$ cat config.mk
export PLATFORM = sky130hd
export DESIGN_NAME = pps_stream_splitter
export DESIGN_NICKNAME = d
export VERILOG_FILES = /design/src/rtl/pps_stream_splitter_pkg.sv /design/src/rtl/pps_stream_splitter.sv
export SDC_FILE = /design/constraint.sdc
export NUM_CORES = 2
export LEC_CHECK = 0
export CORE_AREA = 2 2 603 605
export DETAILED_ROUTE_END_ITERATION = 7
export DIE_AREA = 0 0 605 607
export RECOVER_POWER = 25
export SLEW_MARGIN = 20
export SYNTH_ARGS = -nofsm -noshare
export SYNTH_HDL_FRONTEND = slang
export SYNTH_SLANG_ARGS = --single-unit
$ cat constraint.sdc
create_clock -name clk -period 126.1 [get_ports clk]
set_input_delay 18.915 -clock clk [delete_from_list [all_inputs] [get_ports clk]]
set_output_delay 18.915 -clock clk [all_outputs]
set_load 0.005 [all_outputs]
$ cat src/rtl/pps_stream_splitter_pkg.sv
// rtl/pps_stream_splitter_pkg.sv - shared decoder constants and state encoding for the PPS splitter
package pps_stream_splitter_pkg;

    // Default geometry of the decoder input stream
    localparam int DATA_WIDTH_DEF = 256;
    localparam int FCNT_WIDTH_DEF = 16;

    // Picture parameter set size and its length in stream words
    localparam int PPS_BYTES = 128;
    localparam int PPS_WORDS = PPS_BYTES * 8 / DATA_WIDTH_DEF;

    // Splitter state encoding
    typedef enum logic [1:0] {
        S_WAIT = 2'd0,
        S_PPS  = 2'd1,
        S_DATA = 2'd2
    } state_t;

    // Number of stream words that make up a PPS of the given byte size
    function automatic int words_of(input int bytes, input int width);
        return bytes * 8 / width;
    endfunction

endpackage

$ cat src/rtl/pps_stream_splitter.sv
// rtl/pps_stream_splitter.sv - splits decoder input into a published PPS register and a slice-data stream
module pps_stream_splitter #(
    parameter int DATA_WIDTH = pps_stream_splitter_pkg::DATA_WIDTH_DEF,
    parameter int PPS_BYTES  = pps_stream_splitter_pkg::PPS_BYTES,
    parameter int FCNT_WIDTH = pps_stream_splitter_pkg::FCNT_WIDTH_DEF
) (
    input  logic                    clk,
    input  logic                    rst,
    input  logic                    flush,
    input  logic [DATA_WIDTH-1:0]   in_data,
    input  logic                    in_valid,
    input  logic                    in_sof,
    input  logic                    in_eof,
    input  logic                    in_data_is_pps,
    output logic [PPS_BYTES*8-1:0]  pps_out,
    output logic                    pps_valid,
    output logic                    pps_err,
    output logic [DATA_WIDTH-1:0]   out_data,
    output logic                    out_valid,
    output logic                    out_sof,
    output logic                    out_eof,
    output logic [FCNT_WIDTH-1:0]   frame_cnt
);
    import pps_stream_splitter_pkg::*;

    localparam int NWORDS   = words_of(PPS_BYTES, DATA_WIDTH);
    localparam int PPS_BITS = PPS_BYTES * 8;
    localparam int IDX_W    = (NWORDS > 1) ? $clog2(NWORDS) : 1;
    localparam logic [IDX_W-1:0] LAST_IDX = IDX_W'(NWORDS - 1);

    state_t                 state;
    state_t                 state_nxt;
    logic [IDX_W-1:0]       wcnt;
    logic [DATA_WIDTH-1:0]  shadow [NWORDS];
    logic                   first_word;

    // Per-cycle actions decoded by the FSM
    logic                   take_first;
    logic                   take_next;
    logic                   publish;
    logic                   forward;
    logic                   set_err;

    // Shadow image including the word arriving this cycle, so the final
    // PPS word and the earlier ones are published in the same edge
    logic [PPS_BITS-1:0]    pps_assembled;

    // Next-state and action decode; nothing happens without in_valid
    always_comb begin
        state_nxt  = state;
        take_first = 1'b0;
        take_next  = 1'b0;
        publish    = 1'b0;
        forward    = 1'b0;
        set_err    = 1'b0;
        if (in_valid) begin
            case (state)
                S_WAIT: begin
                    if (in_data_is_pps && in_sof) begin
                        take_first = 1'b1;
                        state_nxt  = S_PPS;
                    end else begin
                        set_err    = 1'b1;
                    end
                end
                S_PPS: begin
                    if (!in_data_is_pps) begin
                        // Truncated PPS: abandon it and wait for a fresh sof
                        set_err    = 1'b1;
                        state_nxt  = S_WAIT;
                    end else if (in_sof) begin
                        // A new sof mid-capture restarts the capture from word 0
                        set_err    = 1'b1;
                        take_first = 1'b1;
                    end else begin
                        take_next  = 1'b1;
                        if (wcnt == LAST_IDX) begin
                            publish   = 1'b1;
                            state_nxt = S_DATA;
                        end
                    end
                end
                S_DATA: begin
                    if (!in_data_is_pps) begin
                        forward    = 1'b1;
                    end else if (in_sof) begin
                        take_first = 1'b1;
                        state_nxt  = S_PPS;
                    end else begin
                        // Stray PPS word without sof: drop it, keep forwarding slices
                        set_err    = 1'b1;
                    end
                end
                default: begin
                    state_nxt  = S_WAIT;
                end
            endcase
        end
    end

    // Merge the incoming word into the shadow image at the current index
    always_comb begin
        pps_assembled = '0;
        for (int i = 0; i < NWORDS; i++) begin
            pps_assembled[PPS_BITS-1-i*DATA_WIDTH -: DATA_WIDTH] =
                (IDX_W'(i) == wcnt) ? in_data : shadow[i];
        end
    end

    // State register
    always_ff @(posedge clk or posedge rst) begin
        if (rst) begin
            state <= S_WAIT;
        end else if (flush) begin
            state <= S_WAIT;
        end else begin
            state <= state_nxt;
        end
    end

    // Word counter and shadow capture, written by word index
    always_ff @(posedge clk or posedge rst) begin
        if (rst) begin
            wcnt <= '0;
            for (int i = 0; i < NWORDS; i++) begin
                shadow[i] <= '0;
            end
        end else if (flush) begin
            wcnt <= '0;
            for (int i = 0; i < NWORDS; i++) begin
                shadow[i] <= '0;
            end
        end else if (take_first) begin
            shadow[0] <= in_data;
            wcnt      <= IDX_W'(1);
        end else if (take_next) begin
            shadow[wcnt] <= in_data;
            wcnt         <= publish ? '0 : wcnt + IDX_W'(1);
        end
    end

    // Published PPS: replaced only as a whole, so it never mixes two sets
    always_ff @(posedge clk or posedge rst) begin
        if (rst) begin
            pps_out    <= '0;
            pps_valid  <= 1'b0;
            first_word <= 1'b0;
            pps_err    <= 1'b0;
        end else if (flush) begin
            pps_out    <= '0;
            pps_valid  <= 1'b0;
            first_word <= 1'b0;
            pps_err    <= 1'b0;
        end else begin
            if (publish) begin
                pps_out    <= pps_assembled;
                pps_valid  <= 1'b1;
            end else if (take_first) begin
                pps_valid  <= 1'b0;
            end
            if (publish) begin
                first_word <= 1'b1;
            end else if (forward) begin
                first_word <= 1'b0;
            end
            if (set_err) begin
                pps_err    <= 1'b1;
            end
        end
    end

    // Slice-data output stage and frame counter
    always_ff @(posedge clk or posedge rst) begin
        if (rst) begin
            out_data  <= '0;
            out_valid <= 1'b0;
            out_sof   <= 1'b0;
            out_eof   <= 1'b0;
            frame_cnt <= '0;
        end else if (flush) begin
            out_data  <= '0;
            out_valid <= 1'b0;
            out_sof   <= 1'b0;
            out_eof   <= 1'b0;
            frame_cnt <= '0;
        end else begin
            out_valid <= forward;
            out_sof   <= forward & first_word;
            out_eof   <= forward & in_eof;
            if (forward) begin
                out_data <= in_data;
            end
            if (forward && in_eof) begin
                frame_cnt <= frame_cnt + FCNT_WIDTH'(1);
            end
        end
    end

endmodule
# Yosys cells after proc, flatten, opt, wreduce, memory -nomap -nowiden
# Index checks and enable logic that the tools add are counted.
[word_totals]
ff_bits = 2330
inputBits = 263
out_inout_bits = 1301
word_cells = 113
[classes]
addsub = 2
magnitude_cmp = 2
eq_ne = 12
mux = 62
bitwise = 3
n_reduce_logical = 17
[ops]
columns = ["cell", "count"]
rows = [
  ["$mux 1024", 4],
  ["$mux 256", 8],
  ["$bwmux 1024", 1],
  ["$mux 768", 1],
  ["$demux 256 s2", 1],
  ["$mux 16", 2],
  ["$mux 1", 30],
  ["$mux 2", 12],
  ["$add 16x1->16 const B", 1],
  ["$reduce_bool 2->1", 6],
  ["$ne 3x3->1 const B", 3],
  ["$reduce_bool 3->1", 3],
  ["$ne 4x4->1 const B", 2],
  ["$pmux 2 s3", 1],
  ["$reduce_and 6->1", 1],
  ["$eq 2x2->1 const A", 2],
  ["$eq 2x2->1 const B", 2],
  ["$logic_not 2->1", 2],
  ["$ge 3x3->1 const B", 1],
  ["$logic_and 1x1->1", 3],
  ["$lt 3x1->1 const B", 1],
  ["$not 2->3", 1],
  ["$pmux 1 s3", 1],
  ["$add 2x1->2 const B", 1],
  ["other kinds (7)", 8],
]

# Longest topological paths before layout
[depth]
depth_word = 10
depth_mapped = 10

# Worst setup path before layout
# OpenSTA, ideal clock, no wires.
[synth_path]
kind = "in2reg"
start = "in in_data_is_pps"
end = "reg shadow[286] (netlist bit)"
setup_time_ns = 0.066
arrival_ns = 20.190
required_ns = 126.034
slack_ns = 105.844
path_stages = 7
path_buffers = 4
cell_sequence = "buf_2 and4b_4 buf_6 a21oi_1 buf_4 buf_1 a22o_1"
[synth_between]
elab_chain_cells = 6
word_cells_on_any_way = 11
cone_classes = "1 x eq/ne; 7 x mux; 3 x reduce/logical"
[synth_rtl]
columns = ["element", "line_no", "source"]
rows = [
  ["start: declaration", "pps_stream_splitter.sv:14", "input logic in_data_is_pps,"],
  ["$logic_and 1x1->1", "pps_stream_splitter.sv:59", "if (in_data_is_pps && in_sof) begin"],
  ["$mux 1", "pps_stream_splitter.sv:59", ""],
  ["$pmux 1 s2", "pps_stream_splitter.sv:57", "case (state)"],
  ["$mux 1", "pps_stream_splitter.sv:56", "if (in_valid) begin"],
  ["$ne 2x2->1 (no source line)", "-", ""],
  ["$reduce_and 2->1 (no source line) (*)", "-", ""],
  ["end signal: indexed assignment", "pps_stream_splitter.sv:137", "shadow[wcnt] <= in_data;"],
  ["end: declaration", "pps_stream_splitter.sv:34", "logic [DATA_WIDTH-1:0] shadow [NWORDS];"],
]
# Every way passes the cells marked *; elsewhere a longest branch is shown, timed or not.
# A chain may end at the register's enable or synchronous reset.

# Final worst setup path
[layout_path]
start = "in flush"
end = "reg pps_out[378]"
[layout_between]
elab_chain_cells = 1
word_cells_on_any_way = 2
cone_classes = "1 x mux; 1 x reduce/logical"
[layout_rtl]
columns = ["element", "line_no", "source"]
rows = [
  ["start: declaration", "pps_stream_splitter.sv:9", "input logic flush,"],
  ["$mux 1024 or $reduce_bool 2->1 (tied branches)", "-", ""],
  ["end signal: assignment", "pps_stream_splitter.sv:156", "pps_out <= pps_assembled;"],
  ["end: declaration", "pps_stream_splitter.sv:15", "output logic [PPS_BYTES*8-1:0] pps_out,"],
]
# Several ways; a longest one is shown, not always the timed one.

==> run metrics <==
status finished with violations; failing checks max-capacitance violations, max-slew violations; final hold violations 0; largest cells by area after synthesis dfrtp_1, mux2i_1, nand2_1, a22o_1, a21oi_1; Worst-Margin Slew between 7 and 8 ns; Final Wtd Congestion 0.831; combinational share of power 0.071; Die Area around 370,000 sq um; gr usage total 0.179; post-route cell area between 100,000 and 150,000 sq um; count leader, synth dfrtp_1; synth cell count leaders dfrtp_1, nand2_1, mux2i_1; final core utilization 0.315; Worst Hold Depth 2; initial antenna violation count 6; cell leakage power 49.6 nW; RSZ-0062 raised after global routing false; worst skew pair latency about 0.92 ns; DRT Pass-1 Iters 6; first-pass GRT wire length 488,000 microns; Sink Count approximately 2,100; setup slack after layout 95.39 ns; Routed met3 length ~23,000 microns; Post-CTS Resized 0; Internal between 1 and 1.5 mW; peak supply drop between 0.01 and 0.015 mV; PwrDens roughly 13 nW/um^2; CTS tree done; CP startpoint kind input port; postcts setup bufs 0; Net Switching roughly 0.38 mW; Max clock buf depth 4; Final Max Slew Viols ~1,400; CP Max Fanout around 150; total wire length roughly 350,000 microns; Net count, final between 9,000 and 10,000; core box area roughly 360,000 sq um; starting density of the core 0.240; CP Cell Sequence clkbuf_1 > a21oi_1 > clkbuf_1 > buf_4 > buf_12 > buf_4 > buf_4 > nand2_1 > o31ai_2; Vias about 66,000; IO Port Bufs 1,563; wire length on met1 143,000 microns; Placement Setup Slack between 100 and 150 ns; Avg Vias per Cell around 4.8; delay-heaviest family, CP buffers and inverters; EDFF count, synth 0; Cell Area, Synth a little under 90,000 sq um; fraction of layout cells with a size suffix above 1 0.0811; top layer in use met4; reg2reg setup slack ~110 ns; area grow syn2layout 30.9%; clock root buffer clkbuf_16; final period demand of the worst path about 31 ns; DR iter-0 viols just over 6,000; clock-pin slew on the worst setup and hold paths 0.06 ns; Power Total approximately 1.5 mW; row count 221; final setup vio count 0; R2R depth 11; Critical R2R Launch state[1]$_DFFE_PP0P_; slowest cell on the critical path clkbuf_1; R2R Path End pps_out[378]$_DFFE_PP0P_; post-synthesis register bit count 2,074; CTS buffer count approximately 230; hpwl dp ~230,000 microns; met2 WL 163,000 microns; remaining antenna violation count 0; top_reg_cell synth dfrtp_1; hold wc startpoint pps_out[498]$_DFFE_PP0P_; Netlist cell types 42; Mapped Nets 8,005; Clock Skews slightly above 0.09 ns; worst path bufs/invs 6; clock share of power 0.479; WL per Instance 25.1 microns; top-area cell type share of the netlist area 0.599; Hold Crit Class reg -> reg; Hold EP pps_out[498]$_DFFE_PP0P_; setup TNS 0 ns; DP Area roughly 110,000 sq um; critical path class in -> reg; Mapped Avg Cell Area around 11 sq um; I/O Pins 1,564; fill count 36,800; FMAX 0.0326 GHz; Crit path top cell by count buf_4; drt drc 0; Synth Instances around 7,700; Flop pwr share 0.451; Max-Cap Viols 23; Synth Warn # 0; Crit path largest cell delay roughly 5.4 ns; Sw Share 0.253; largest net degree at the start of global routing roughly 200; CP endpoint kind flop; ys async rst share 1.00; die width 605 microns; htree depth 4; crit path DAT approximately 31 ns; CP required about 130 ns; die extent in y slightly above 600 microns; final period utilization 0.244; sequential fraction of the synthesis area 0.599; largest area contributor in the netlist dfrtp_1; vias in the first global route between 60,000 and 70,000; hold_buf cts 0; Max transition margin -4.10; Overflow after GRT 0
-- tightest hold or removal path: cells and delay by family (launching register included) --
kind	cells	cell delay, ns
AND/OR/NAND/NOR	1	0.05
AO/OA/AOI/OAI	1	0.05
flip-flops	1	0.33
-- power groups by stage --
stage | clock network (mW) | logic (mW) | registers [mW]
2_1_floorplan | 0 | 0.0595 | 0.690
3_3_place_gp | 0 | 0.108 | 0.687
3_5_place_dp | 0 | 0.108 | 0.687
4_1_cts | 0.733 | 0.108 | 0.675
5_1_grt | 0.761 | 0.113 | 0.676
6_report | 0.718 | 0.106 | 0.675
-- how the worst max path moves through the flow --
stage | startpoint | endpoint | slack [ns] | cells past startpoint
after detailed placement | rst | out_data[156]$_DFFE_PP0P_ | 100.53 | 9
after global placement | rst | pps_out[193]$_DFFE_PP0P_ | 100.51 | 9
final | flush | pps_out[378]$_DFFE_PP0P_ | 95.39 | 9
after floorplan | rst | first_word$_DFFE_PP0P_ | 48.60 | 1
after global routing | flush | pps_out[378]$_DFFE_PP0P_ | 94.33 | 9
after CTS | rst | shadow[485]$_DFFE_PP0P_ | 101.55 | 9
-- layout by cell type, fill, tap and decap left out, types with 3 or more instances in the layout --
| master | count |
|---|---|
| nor2_1 | 19 |
| buf_4 | 112 |
| nand4_1 | 4 |
| a22o_1 | 766 |
| and3_1 | 3 |
| xor2_1 | 6 |
| clkinv_4 | 5 |
| clkbuf_8 | 60 |
| inv_1 | 7 |
| buf_12 | 11 |
| ha_4 | 3 |
| inv_6 | 5 |
| nand3_1 | 9 |
| mux2i_1 | 770 |
| clkinvlp_4 | 11 |
| or4_1 | 3 |
| dlygate4sd3_1 | 412 |
| a21oi_1 | 525 |
| clkinv_16 | 5 |
| nand2_1 | 1805 |
| clkinv_2 | 40 |
| clkdlybuf4s50_1 | 1150 |
| clkbuf_16 | 235 |
| or3_1 | 5 |
| dfrtp_1 | 2074 |
| bufinv_16 | 20 |
| o31ai_2 | 205 |
| clkbuf_1 | 69 |
| o31ai_1 | 311 |
| o21ai_0 | 261 |
| ha_1 | 6 |
-- cells by family after synthesis --
family          share of synthesized area
flops                               0.599
mux                                0.0889
xor+xnor                         0.000808
buf+inv                            0.0483
compound gates                      0.180
fa+ha+maj                         0.00130
simple gates                       0.0818
-- layout make-up --
| cell class | instances | area, sq um | area share |
|---|---|---|---|
| Timing Repair Buffer | 1707 | 16800 | 0.148 |
| Inverter | 9 | 35.0 | 0.000309 |
| Clock inverter | 90 | 1190 | 0.0105 |
| Multi-Input combinational cell | 4728 | 30700 | 0.271 |
| Sequential cell | 2074 | 51900 | 0.457 |
| Tap cell | 4794 | 6000 | 0.0528 |
| Antenna cell | 1 | 2.50 | 0.0000220 |
| Clock buffer | 343 | 6890 | 0.0607 |
-- registers in the layout, summed over array words and instances (netlist names) --
signal      count
out_valid       1
out_sof         1
out_data      256
pps_valid       1
first_word      1
frame_cnt      16
shadow        768
wcnt            2
pps_out      1024
pps_err         1
out_eof         1
state           2
-- per-layer routing --
| metal | up-vias | track usage |
|---|---|---|
| li1 | 29000 | - |
| met1 | 34100 | 0.231 |
| met2 | 2414 | 0.291 |
| met3 | 552 | 0.0379 |
| met4 | 0 | 0.0765 |
| met5 | - | 0 |
-- metrics by stage --
stage          hold WS (ns)  std cells
2_1_floorplan         0.461       7733
3_5_place_dp          0.465      13300
6_report              0.470      13700
3_3_place_gp          0.458      13300
4_1_cts               0.478      13700
5_1_grt               0.490      13700
Power figures use the tool's default switching activity.
